File: src/rtl/tipi_rpi_shifter_pkg.sv
// -----------------------------------------------------------------------------
// tipi_pkg
// Shared definitions for the RPi-side TIPI mailbox shifter:
//   - register-select codes carried on r_reg during a frame
//   - FSM state encoding for the frame sequencer
//   - default mailbox register width
//   - helper that classifies a select code as a write (RD/RC) frame
// -----------------------------------------------------------------------------
package tipi_pkg;

   localparam int TIPI_WIDTH = 8;

   // Register select, sampled when the RPi drops r_le
   localparam logic [1:0] SEL_TD = 2'b00;   // read TI data latch
   localparam logic [1:0] SEL_TC = 2'b01;   // read TI control latch
   localparam logic [1:0] SEL_RD = 2'b10;   // write TI-readable data
   localparam logic [1:0] SEL_RC = 2'b11;   // write TI-readable control

   typedef enum logic [1:0] {
      ST_IDLE   = 2'd0,
      ST_LOAD   = 2'd1,
      ST_SHIFT  = 2'd2,
      ST_COMMIT = 2'd3
   } tipi_state_e;

   // RD and RC are the only registers the RPi writes; both have bit 1 set
   function automatic logic sel_is_write(input logic [1:0] sel);
      return sel[1];
   endfunction

endpackage

File: src/rtl/tipi_rpi_shifter_sync.sv
// -----------------------------------------------------------------------------
// tipi_sync
// Multi-bit synchroniser for signals that are asynchronous to clk.
//   clk    : destination clock
//   rst_n  : asynchronous active-low reset, clears every stage to 0
//   d      : asynchronous input bus (W bits)
//   q      : synchronised output bus
// Parameters:
//   W       : bus width
//   STAGES  : flops in the synchroniser chain (must be 2 or more)
//   QUALIFY : when set, q is a snapshot that only takes a new value once two
//             consecutive synchronised samples agree. This filters a bus that
//             is caught mid-update by its writer, so q never shows a mix of
//             old and new bits.
// -----------------------------------------------------------------------------
module tipi_sync #(
   parameter int W       = 1,
   parameter int STAGES  = 2,
   parameter bit QUALIFY = 1'b0
) (
   input  logic         clk,
   input  logic         rst_n,
   input  logic [W-1:0] d,
   output logic [W-1:0] q
);

   logic [W-1:0] chain_q [STAGES];
   logic [W-1:0] chain_d [STAGES];
   logic [W-1:0] prev_q;
   logic [W-1:0] prev_d;
   logic [W-1:0] snap_q;
   logic [W-1:0] snap_d;

   always_comb begin
      chain_d[0] = d;
      for (int i = 1; i < STAGES; i++) begin
         chain_d[i] = chain_q[i-1];
      end
      prev_d = chain_q[STAGES-1];
      snap_d = snap_q;
      // Accept the synced value only when it matched the previous sample
      if (chain_q[STAGES-1] == prev_q) begin
         snap_d = prev_q;
      end
   end

   always_ff @(posedge clk or negedge rst_n) begin
      if (!rst_n) begin
         for (int i = 0; i < STAGES; i++) begin
            chain_q[i] <= '0;
         end
         prev_q <= '0;
         snap_q <= '0;
      end else begin
         for (int i = 0; i < STAGES; i++) begin
            chain_q[i] <= chain_d[i];
         end
         prev_q <= prev_d;
         snap_q <= snap_d;
      end
   end

   assign q = QUALIFY ? snap_q : chain_q[STAGES-1];

endmodule

File: src/rtl/tipi_rpi_shifter.sv
// -----------------------------------------------------------------------------
// tipi_rpi_shifter
// Raspberry-Pi-side endpoint of the TIPI mailbox registers. The RPi runs
// framed transfers over four GPIOs; a frame reads TD/TC out serially
// (MSB first) or writes a byte into RD/RC for the TI to read.
// Ports:
//   clk       : board clock (50 MHz)
//   rst_n     : asynchronous active-low reset
//   r_clk     : RPi shift clock (async), data moves on its rising edge
//   r_le      : RPi frame strobe (async), low while a frame is active
//   r_reg     : register select, captured at the start of a frame
//   r_din     : RPi serial write data
//   r_dout    : serial read data to the RPi
//   td, tc    : TI-written data/control latches (async to clk)
//   rd, rc    : TI-readable data/control registers
//   frame_err : one-clock pulse when a write frame is discarded
// Timing: the first read bit appears SYNC_STAGES+2 clocks after r_le falls,
// each later bit SYNC_STAGES+1 clocks after an r_clk rise, so the RPi must
// hold each r_clk level for at least SYNC_STAGES+2 clocks.
// -----------------------------------------------------------------------------
module tipi_rpi_shifter
   import tipi_pkg::*;
#(
   parameter int SYNC_STAGES = 2,
   parameter int WIDTH       = TIPI_WIDTH
) (
   input  logic             clk,
   input  logic             rst_n,
   input  logic             r_clk,
   input  logic             r_le,
   input  logic [1:0]       r_reg,
   input  logic             r_din,
   output logic             r_dout,
   input  logic [WIDTH-1:0] td,
   input  logic [WIDTH-1:0] tc,
   output logic [WIDTH-1:0] rd,
   output logic [WIDTH-1:0] rc,
   output logic             frame_err
);

   localparam int CNT_W = $clog2(WIDTH + 1);

   // ---------------------------------------------------------------------------
   // Input synchronisation
   // ---------------------------------------------------------------------------
   logic [4:0]       ctrl_raw;
   logic [4:0]       ctrl_s;
   logic             s_clk;
   logic             s_le;
   logic             s_din;
   logic [1:0]       s_reg;
   logic [WIDTH-1:0] td_snap;
   logic [WIDTH-1:0] tc_snap;

   // GPIO lines share one chain so r_din/r_reg stay aligned with r_clk/r_le
   assign ctrl_raw = {r_reg, r_din, r_le, r_clk};

   tipi_sync #(
      .W       (5),
      .STAGES  (SYNC_STAGES),
      .QUALIFY (1'b0)
   ) u_sync_ctrl (
      .clk   (clk),
      .rst_n (rst_n),
      .d     (ctrl_raw),
      .q     (ctrl_s)
   );

   assign s_clk = ctrl_s[0];
   assign s_le  = ctrl_s[1];
   assign s_din = ctrl_s[2];
   assign s_reg = ctrl_s[4:3];

   // td and tc are qualified independently so activity on one latch never
   // stalls the snapshot of the other
   tipi_sync #(
      .W       (WIDTH),
      .STAGES  (SYNC_STAGES),
      .QUALIFY (1'b1)
   ) u_sync_td (
      .clk   (clk),
      .rst_n (rst_n),
      .d     (td),
      .q     (td_snap)
   );

   tipi_sync #(
      .W       (WIDTH),
      .STAGES  (SYNC_STAGES),
      .QUALIFY (1'b1)
   ) u_sync_tc (
      .clk   (clk),
      .rst_n (rst_n),
      .d     (tc),
      .q     (tc_snap)
   );

   // ---------------------------------------------------------------------------
   // Edge detection and frame sequencer
   // ---------------------------------------------------------------------------
   tipi_state_e      state_q, state_d;
   logic [1:0]       sel_q, sel_d;
   logic [WIDTH-1:0] shift_q, shift_d;
   logic [CNT_W-1:0] cnt_q, cnt_d;
   logic             ovr_q, ovr_d;
   logic [WIDTH-1:0] rd_q, rd_d;
   logic [WIDTH-1:0] rc_q, rc_d;
   logic             ferr_q, ferr_d;
   logic             clk_prev_q, clk_prev_d;
   logic             le_prev_q, le_prev_d;

   logic             clk_rise;
   logic             le_fall;
   logic             le_rise;
   logic             wr_frame;
   logic             fill_bit;

   assign clk_rise = s_clk & ~clk_prev_q;
   assign le_fall  = ~s_le & le_prev_q;
   assign le_rise  = s_le & ~le_prev_q;
   assign wr_frame = sel_is_write(sel_q);
   // Read frames shift zeros in behind the outgoing byte
   assign fill_bit = wr_frame ? s_din : 1'b0;

   always_comb begin
      state_d    = state_q;
      sel_d      = sel_q;
      shift_d    = shift_q;
      cnt_d      = cnt_q;
      ovr_d      = ovr_q;
      rd_d       = rd_q;
      rc_d       = rc_q;
      ferr_d     = 1'b0;
      clk_prev_d = s_clk;
      le_prev_d  = s_le;

      case (state_q)
         ST_IDLE: begin
            if (le_fall) begin
               sel_d   = s_reg;
               state_d = ST_LOAD;
            end
         end

         ST_LOAD: begin
            if (wr_frame) begin
               shift_d = '0;
            end else if (sel_q == SEL_TD) begin
               shift_d = td_snap;
            end else begin
               shift_d = tc_snap;
            end
            cnt_d   = '0;
            ovr_d   = 1'b0;
            state_d = ST_SHIFT;
         end

         ST_SHIFT: begin
            // A shift edge coinciding with the closing r_le edge is applied
            // first, so COMMIT sees the final count
            if (clk_rise) begin
               shift_d = {shift_q[WIDTH-2:0], fill_bit};
               if (cnt_q == CNT_W'(WIDTH)) begin
                  ovr_d = 1'b1;
               end else begin
                  cnt_d = cnt_q + CNT_W'(1);
               end
            end
            if (le_rise) begin
               state_d = ST_COMMIT;
            end
         end

         ST_COMMIT: begin
            if (wr_frame) begin
               if ((cnt_q == CNT_W'(WIDTH)) && !ovr_q) begin
                  if (sel_q == SEL_RD) begin
                     rd_d = shift_q;
                  end else begin
                     rc_d = shift_q;
                  end
               end else begin
                  ferr_d = 1'b1;
               end
            end
            state_d = ST_IDLE;
         end

         default: begin
            state_d = ST_IDLE;
         end
      endcase
   end

   always_ff @(posedge clk or negedge rst_n) begin
      if (!rst_n) begin
         state_q    <= ST_IDLE;
         sel_q      <= SEL_TD;
         shift_q    <= '0;
         cnt_q      <= '0;
         ovr_q      <= 1'b0;
         rd_q       <= '0;
         rc_q       <= '0;
         ferr_q     <= 1'b0;
         clk_prev_q <= 1'b0;
         le_prev_q  <= 1'b0;
      end else begin
         state_q    <= state_d;
         sel_q      <= sel_d;
         shift_q    <= shift_d;
         cnt_q      <= cnt_d;
         ovr_q      <= ovr_d;
         rd_q       <= rd_d;
         rc_q       <= rc_d;
         ferr_q     <= ferr_d;
         clk_prev_q <= clk_prev_d;
         le_prev_q  <= le_prev_d;
      end
   end

   // ---------------------------------------------------------------------------
   // Outputs
   // ---------------------------------------------------------------------------
   assign r_dout    = (state_q == ST_SHIFT) && !wr_frame && shift_q[WIDTH-1];
   assign rd        = rd_q;
   assign rc        = rc_q;
   assign frame_err = ferr_q;

endmodule

File: config.mk
export PLATFORM = sky130hd
export DESIGN_NAME = tipi_rpi_shifter
export DESIGN_NICKNAME = d
export VERILOG_FILES = /design/src/rtl/tipi_rpi_shifter_pkg.sv /design/src/rtl/tipi_rpi_shifter_sync.sv /design/src/rtl/tipi_rpi_shifter.sv
export SDC_FILE = /design/constraint.sdc
export NUM_CORES = 1
export LEC_CHECK = 0
export ABC_CLOCK_PERIOD_IN_PS = 4940
export BUFFER_PORTS_ARGS = -buffer_cell sky130_fd_sc_hd__buf_2
export CAP_MARGIN = 20
export CORE_MARGIN = 3
export CORE_UTILIZATION = 30
export CTS_CLUSTER_DIAMETER = 30
export DETAILED_ROUTE_END_ITERATION = 7
export PLACE_DENSITY = 0.46
export SETUP_SLACK_MARGIN = 0.05
export SLEW_MARGIN = 20
export SYNTH_ARGS = -nofsm -noshare
export SYNTH_HDL_FRONTEND = slang
export SYNTH_HIERARCHICAL = 1
export SYNTH_SLANG_ARGS = --single-unit
File: constraint.sdc
create_clock -name clk -period 4.94 [get_ports clk]
set_input_delay 0.494 -clock clk [delete_from_list [all_inputs] [get_ports clk]]
set_output_delay 0.494 -clock clk [all_outputs]
set_load 0.1 [all_outputs]
==> run metrics, run 1 <==
outcome=finished clean; gpl congestion=between 0.7 and 0.8; Synth async-reset ratio=100%; first-pass GRT wire length=between 10000 and 15000 µm; Post-Place Worst Slack=~2500 ps; sequential fraction of the synthesis area=between 70% and 80%; r2r endpoint=shift_q[3]; commonest non-fill, non-tap cell in the layout=dfrtp_1; worst path cell trace=inv_1, ha_1, inv_1, nor3b_1, buf_2; Critical Path AT=2300 ps; Post-synth EDFFs=0; die area=around 14000 µm²; clk_skew=6.84 ps; DRC viols=0; Routed WL=6210 µm; max-slew violations=0; post_cts resized=0; most frequent cells in the layout=110 x dfrtp_1, 43 x mux2_2, 39 x buf_2; Achievable Freq=about 360 MHz; Cell Pwr Density=roughly 470 nW/µm²; Post-Syn Area per Cell=between 15 and 20 µm²; Die Y=between 100 and 150 µm; clk buf depth=2; Root Buffer=clkbuf_16; DR WL/cell=approximately 13 µm; cell repeated most along the worst path=inv_1; Least-Margin Pin Slew=about 840 ps; io pins=about 40; CTS tree=yes; Mapped Nets=~280; Area growth syn-to-layout=18.1%; YS warnings=6; row count=between 40 and 50; # setup viols final=0; Inserted Diodes=0; Slew headroom=43.9%; # Max-Cap Violations=0; Vias/cell=~4.1; Post-Syn Instances=251; register area=between 2000 and 3000 µm²; total iterations of the first detailed-routing run=3; Crit Path Max Fanout=17; Worst Reg-to-Reg Cells=5; clk sinks=110; all-layer global routing usage=roughly 10%; HPWL after detailed placement=approximately 4200 µm; # port buffers=40; area of the multi-input gates=around 1100 µm²; H-tree depth=3; Yosys cell types=30; reg2reg setup slack=around 2600 ps; CP Launch Type=flop; worst vdd ir=0.178 mV; routed vias=a little under 2000; Final Worst Setup Slack=roughly 2100 ps; Fill cells=roughly 1300; vias in the first global route=about 2100; layout cells sized above 1=roughly 34%; Final Cycle Share=approximately 57%; CP Buf/Inv Count=3; final hold violations=0; 1st-iter DRT viols=between 100 and 150; CP delay by family, top=buffers and inverters; Crit. End Element=primary output; CP max-delay cell=ha_1; RSZ-0062 raised after global routing=false; DIE WIDTH=120 µm; min-delay worst type=input pin to asynchronous set/reset pin; final net count=roughly 330; Mapped Area=a little under 4000 µm²; clock transition at the registers of the reported paths=about 70 ps; antenna violations before repair=0; crit path kind=flop to primary output; Leakage=2.20 nW; total CTS buffers=9; CP max stage delay=between 500 and 600 ps; Setup TNS=0 ps; post-CTS setup buffers=0; Post-DRT Antenna Nets=0; gr ovfl total=0; Hold Buf Count CTS=0; synthesized flop and latch total=between 100 and 150; fin crit period=roughly 2800 ps; initial core utilization=30.8%; cell depth of the worst setup path=5; Primary FF master, synth=dfrtp_1; largest net degree at the start of global routing=between 80 and 90; Hold WS=175 ps; Req. time, crit path=4450 ps; critical register-to-register path startpoint=state_q[0]; worst skew pair latency=around 350 ps; core area=12700 µm²
==> how the worst max path moves through the flow <==
stage / from / end / slack [ps]
detailed placement: state_q[0] / r_dout / 2500
finish: state_q[0] / r_dout / 2140
global placement: state_q[0] / r_dout / 2590
CTS: state_q[0] / r_dout / 2100
global route: state_q[0] / r_dout / 1950
floorplan: state_q[0] / r_dout / 1380
==> cell families (layout without fill, tap and decap cells) <==
group / count (synthesis) / after routing / synth area share (%)
buffers and inverters: 12 / 65 / 1.25
XOR/XNOR: 17 / 17 / 3.82
AND/OR/NAND/NOR: 34 / 34 / 5.14
multiplexers: 44 / 44 / 12.7
AO/OA/AOI/OAI: 27 / 27 / 4.27
adder cells (fa/ha/maj): 7 / 7 / 2.25
flip-flops: 110 / 110 / 70.6
==> power by group <==
part           leakage [nW]  total (mW)  internal (mW)  switching (mW)
sequential             1.38        1.12           1.01           0.112
combinational         0.674       0.356          0.149           0.207
clock                 0.144       0.694          0.375           0.319
total                  2.20        2.17           1.53           0.638
==> cell type report <==
| class | count | area share, % |
|---|---|---|
| clock buffer | 11 | 5.49 |
| clock inverter | 5 | 0.897 |
| inverter | 8 | 0.652 |
| multi-input combinational | 129 | 23.8 |
| sequential | 110 | 59.8 |
| tap | 172 | 4.68 |
| timing repair buffer | 41 | 4.65 |
==> cells in the mapped netlist, drive strengths merged, types with 2 or more instances <==
cell,number,area (µm²)
nand2,14,55.1
a22oi,7,52.6
xor2,17,149
inv,8,30.0
ha,7,87.6
a21oi,4,20.0
mux2,43,484
buf,3,15.0
dfrtp,110,2750
nor4,5,46.3
nand3,2,10.0
o21ai,11,55.1
nor2,3,11.3
nor2b,2,12.5
nor3,2,10.0
a31oi,2,12.5
==> per-stage QoR <==
| stage | power [mW] | cell area (µm²) | util (%) | std cells |
|---|---|---|---|---|
| 5_1_grt | 2.32 | 4600 | 36.3 | 476 |
| 6_report | 2.17 | 4600 | 36.3 | 476 |
| 2_1_floorplan | 1.39 | 3900 | - | 251 |
| 3_5_place_dp | 1.50 | 4310 | 34.0 | 460 |
| 3_3_place_gp | 1.49 | 4310 | 34.0 | 460 |
| 4_1_cts | 2.22 | 4600 | 36.3 | 476 |
==> worst reg2reg max path: stages, from the launching register on <==
cell and delay (ps):
dfrtp_1 420, inv_1 130, ha_1 520, inv_1 190, o21ai_1 710, o21ai_0 220
==> layer usage <==
metal	global-route usage (%)	part of all wire, %	routed length, µm	up-vias
li1	-	-	-	962
met1	13.5	48	2980	957
met2	14.0	45	2780	36
met3	3.53	4.9	303	12
met4	6.44	2.4	149	0
met5	0	0	0	-
Power figures use the tool's default switching activity.
==> run 2: changes to the inputs <==
Settings changed: ABC_CLOCK_PERIOD_IN_PS 4940 to 2700.
Clock period 4.94 ns to 2.7 ns, I/O delays scaled along.
==> run 2 against run 1 <==
  * Combinational power rose by 95%
  * Count of clock-buffer cells in the layout fell by 2
  * Via count grew 2.4%
  * Worst setup slack worse by 1500 ps
  * Sequential power is 83% higher
  * Critical endpoint unchanged
  * Critical path type unchanged
  * Die area is the same
  * Flip-flop and latch count unchanged
  * Final area is 2.1% higher
  * Register-to-register slack lost 1700 ps
  * Routed wire length grew 3.1%
  * Worst hold slack worse by 160 ps
  * Cell count up 1.5%
==> run metrics, run 2 (same netlist as run 1, synthesis figures left out) <==
DRC viols=0; # Max-Cap Violations=0; worst vdd ir=approximately 0.31 mV; total CTS buffers=9; Least-Margin Pin Slew=559 ps; DR WL/cell=13.3 µm; Root Buffer=clkbuf_16; 1st-iter DRT viols=116; CP Launch Type=flop; min-delay worst type=input pin to flop; clock transition at the registers of the reported paths=about 80 ps; # setup viols final=0; CP delay by family, top=buffers and inverters; clk sinks=110; total iterations of the first detailed-routing run=6; antenna violations before repair=0; Req. time, crit path=between 2000 and 2500 ps; cell repeated most along the worst path=inv_1; vias in the first global route=2080; Overall Power=a little over 4 mW; row count=41; final net count=336; clk_skew=slightly above 8 ps; most frequent cells in the layout=110 x dfrtp_1, 43 x mux2_2, 39 x buf_2; combinational share of power=16.8%; fin crit period=2090 ps; Setup TNS=0 ps; io pins=slightly above 40; outcome=finished clean; Switching Fraction=29.9%; H-tree depth=3; CP max-delay cell=buf_2; Area growth syn-to-layout=20.6%; worst skew pair latency=~360 ps; Leakage=2.24 nW; Routed WL=around 6400 µm; post_cts resized=0; gpl congestion=about 0.67; DIE WIDTH=120 µm; routed vias=roughly 2000; internal power=2.89 mW; Crit. End Element=primary output; commonest non-fill, non-tap cell in the layout=dfrtp_1; largest net degree at the start of global routing=76; Fill cells=1235; Crit Path Max Fanout=5; crit path kind=flop to primary output; CP Buf/Inv Count=3; Inserted Diodes=0; all-layer global routing usage=9.86%; HPWL after detailed placement=4310 µm; RSZ-0062 raised after global routing=false; layout cells sized above 1=around 34%; clock power share=around 34%; core area=between 10000 and 15000 µm²; Cell Pwr Density=878 nW/µm²; gr ovfl total=0; max-slew violations=0; Achievable Freq=between 400 and 500 MHz; Seq pwr share=between 40 and 50%; initial core utilization=between 30% and 40%; Net Sw Power=roughly 1.2 mW; Critical Path AT=1820 ps; CP max stage delay=~450 ps; CTS tree=yes; post-CTS setup buffers=0; Final Cycle Share=about 77%; worst path cell trace=inv_1, ha_1, inv_1, nor3b_2, buf_2; # port buffers=40; first-pass GRT wire length=about 11000 µm; Slew headroom=a little over three fifths; Die Y=approximately 120 µm; Vias/cell=approximately 4.2; final hold violations=0; clk buf depth=2; Post-DRT Antenna Nets=0; die area=14400 µm²
## run 2: changes by cell type in the layout (fill, tap and decap cells not counted), sizes merged
cell         change
clkbuf           -2
inv              +2
clkinv           -2
dlygate4sd3      +5
bufinv           +1
buf              +2
clkinvlp         +1
## run 2: timing repair
action | 4_1_cts | 5_1_grt
endpoints found under the hold margin | 37 | 2
setup endpoints to repair | 0 | 0
hold buffers | 3 | 2
## run 2: worst register-to-register path: stages (launching register included)
cell,delay [ps]
dfrtp_1,420
inv_1,80
ha_1,190
nand3b_4,130
nor4_4,440
mux2_2,400
## run 2: path summary, 6_finish.rpt
| kind | from | to | slack, ps | cells past startpoint |
|---|---|---|---|---|
| max reg2reg | cnt_q[0] | rd[4] | 930 | 5 |
| min reg2reg | u_sync_tc/chain_d[6] | u_sync_tc/prev_d[6] | 350 | 0 |
| max | state_q[0] | r_dout | 610 | 5 |
| max in group asynchronous | rst_n | sel_q[1] | 1530 | 3 |
| min | td[2] | u_sync_td/chain_d[2] | 20 | 1 |
| min in group asynchronous | rst_n | shift_q[2] | 430 | 2 |
## run 2: per-stage QoR
step	area (µm²)	instances	hold slack, ps	setup slack (ps)	util, %
after floorplan	3900	251	-25.6	342	-
after global placement	4340	462	284	953	34.2
after detailed placement	4340	462	278	903	34.2
after CTS	4680	481	0.637	563	36.9
after global routing	4700	483	0.547	489	37.1
final	4700	483	16.4	611	37.1
## run 2: per-layer routing
layer | global-route usage [%] | up-vias | share of wire [%]
li1 | - | 974 | -
met5 | 0 | - | 0
met4 | 4.94 | 0 | 2.3
met1 | 13.0 | 991 | 47
met3 | 4.24 | 10 | 5.6
met2 | 13.9 | 39 | 45
## run 2: cell type report
cell class	count	area (µm²)	area share (%)
sequential	110	2750	58.6
multi-input combinational	129	1100	23.4
timing repair buffer	48	288	6.12
clock buffer	9	225	4.79
tap	172	215	4.58
clock inverter	7	87.6	1.86
inverter	8	30.0	0.639
## run 2: power by group through the flow
stage	Combinational, mW	Clock, mW	Sequential (mW)
2_1_floorplan	0.510	0	2.03
3_3_place_gp	0.685	0	2.08
3_5_place_dp	0.699	0	2.09
4_1_cts	0.706	1.43	2.05
5_1_grt	0.793	1.50	2.08
6_report	0.694	1.38	2.05
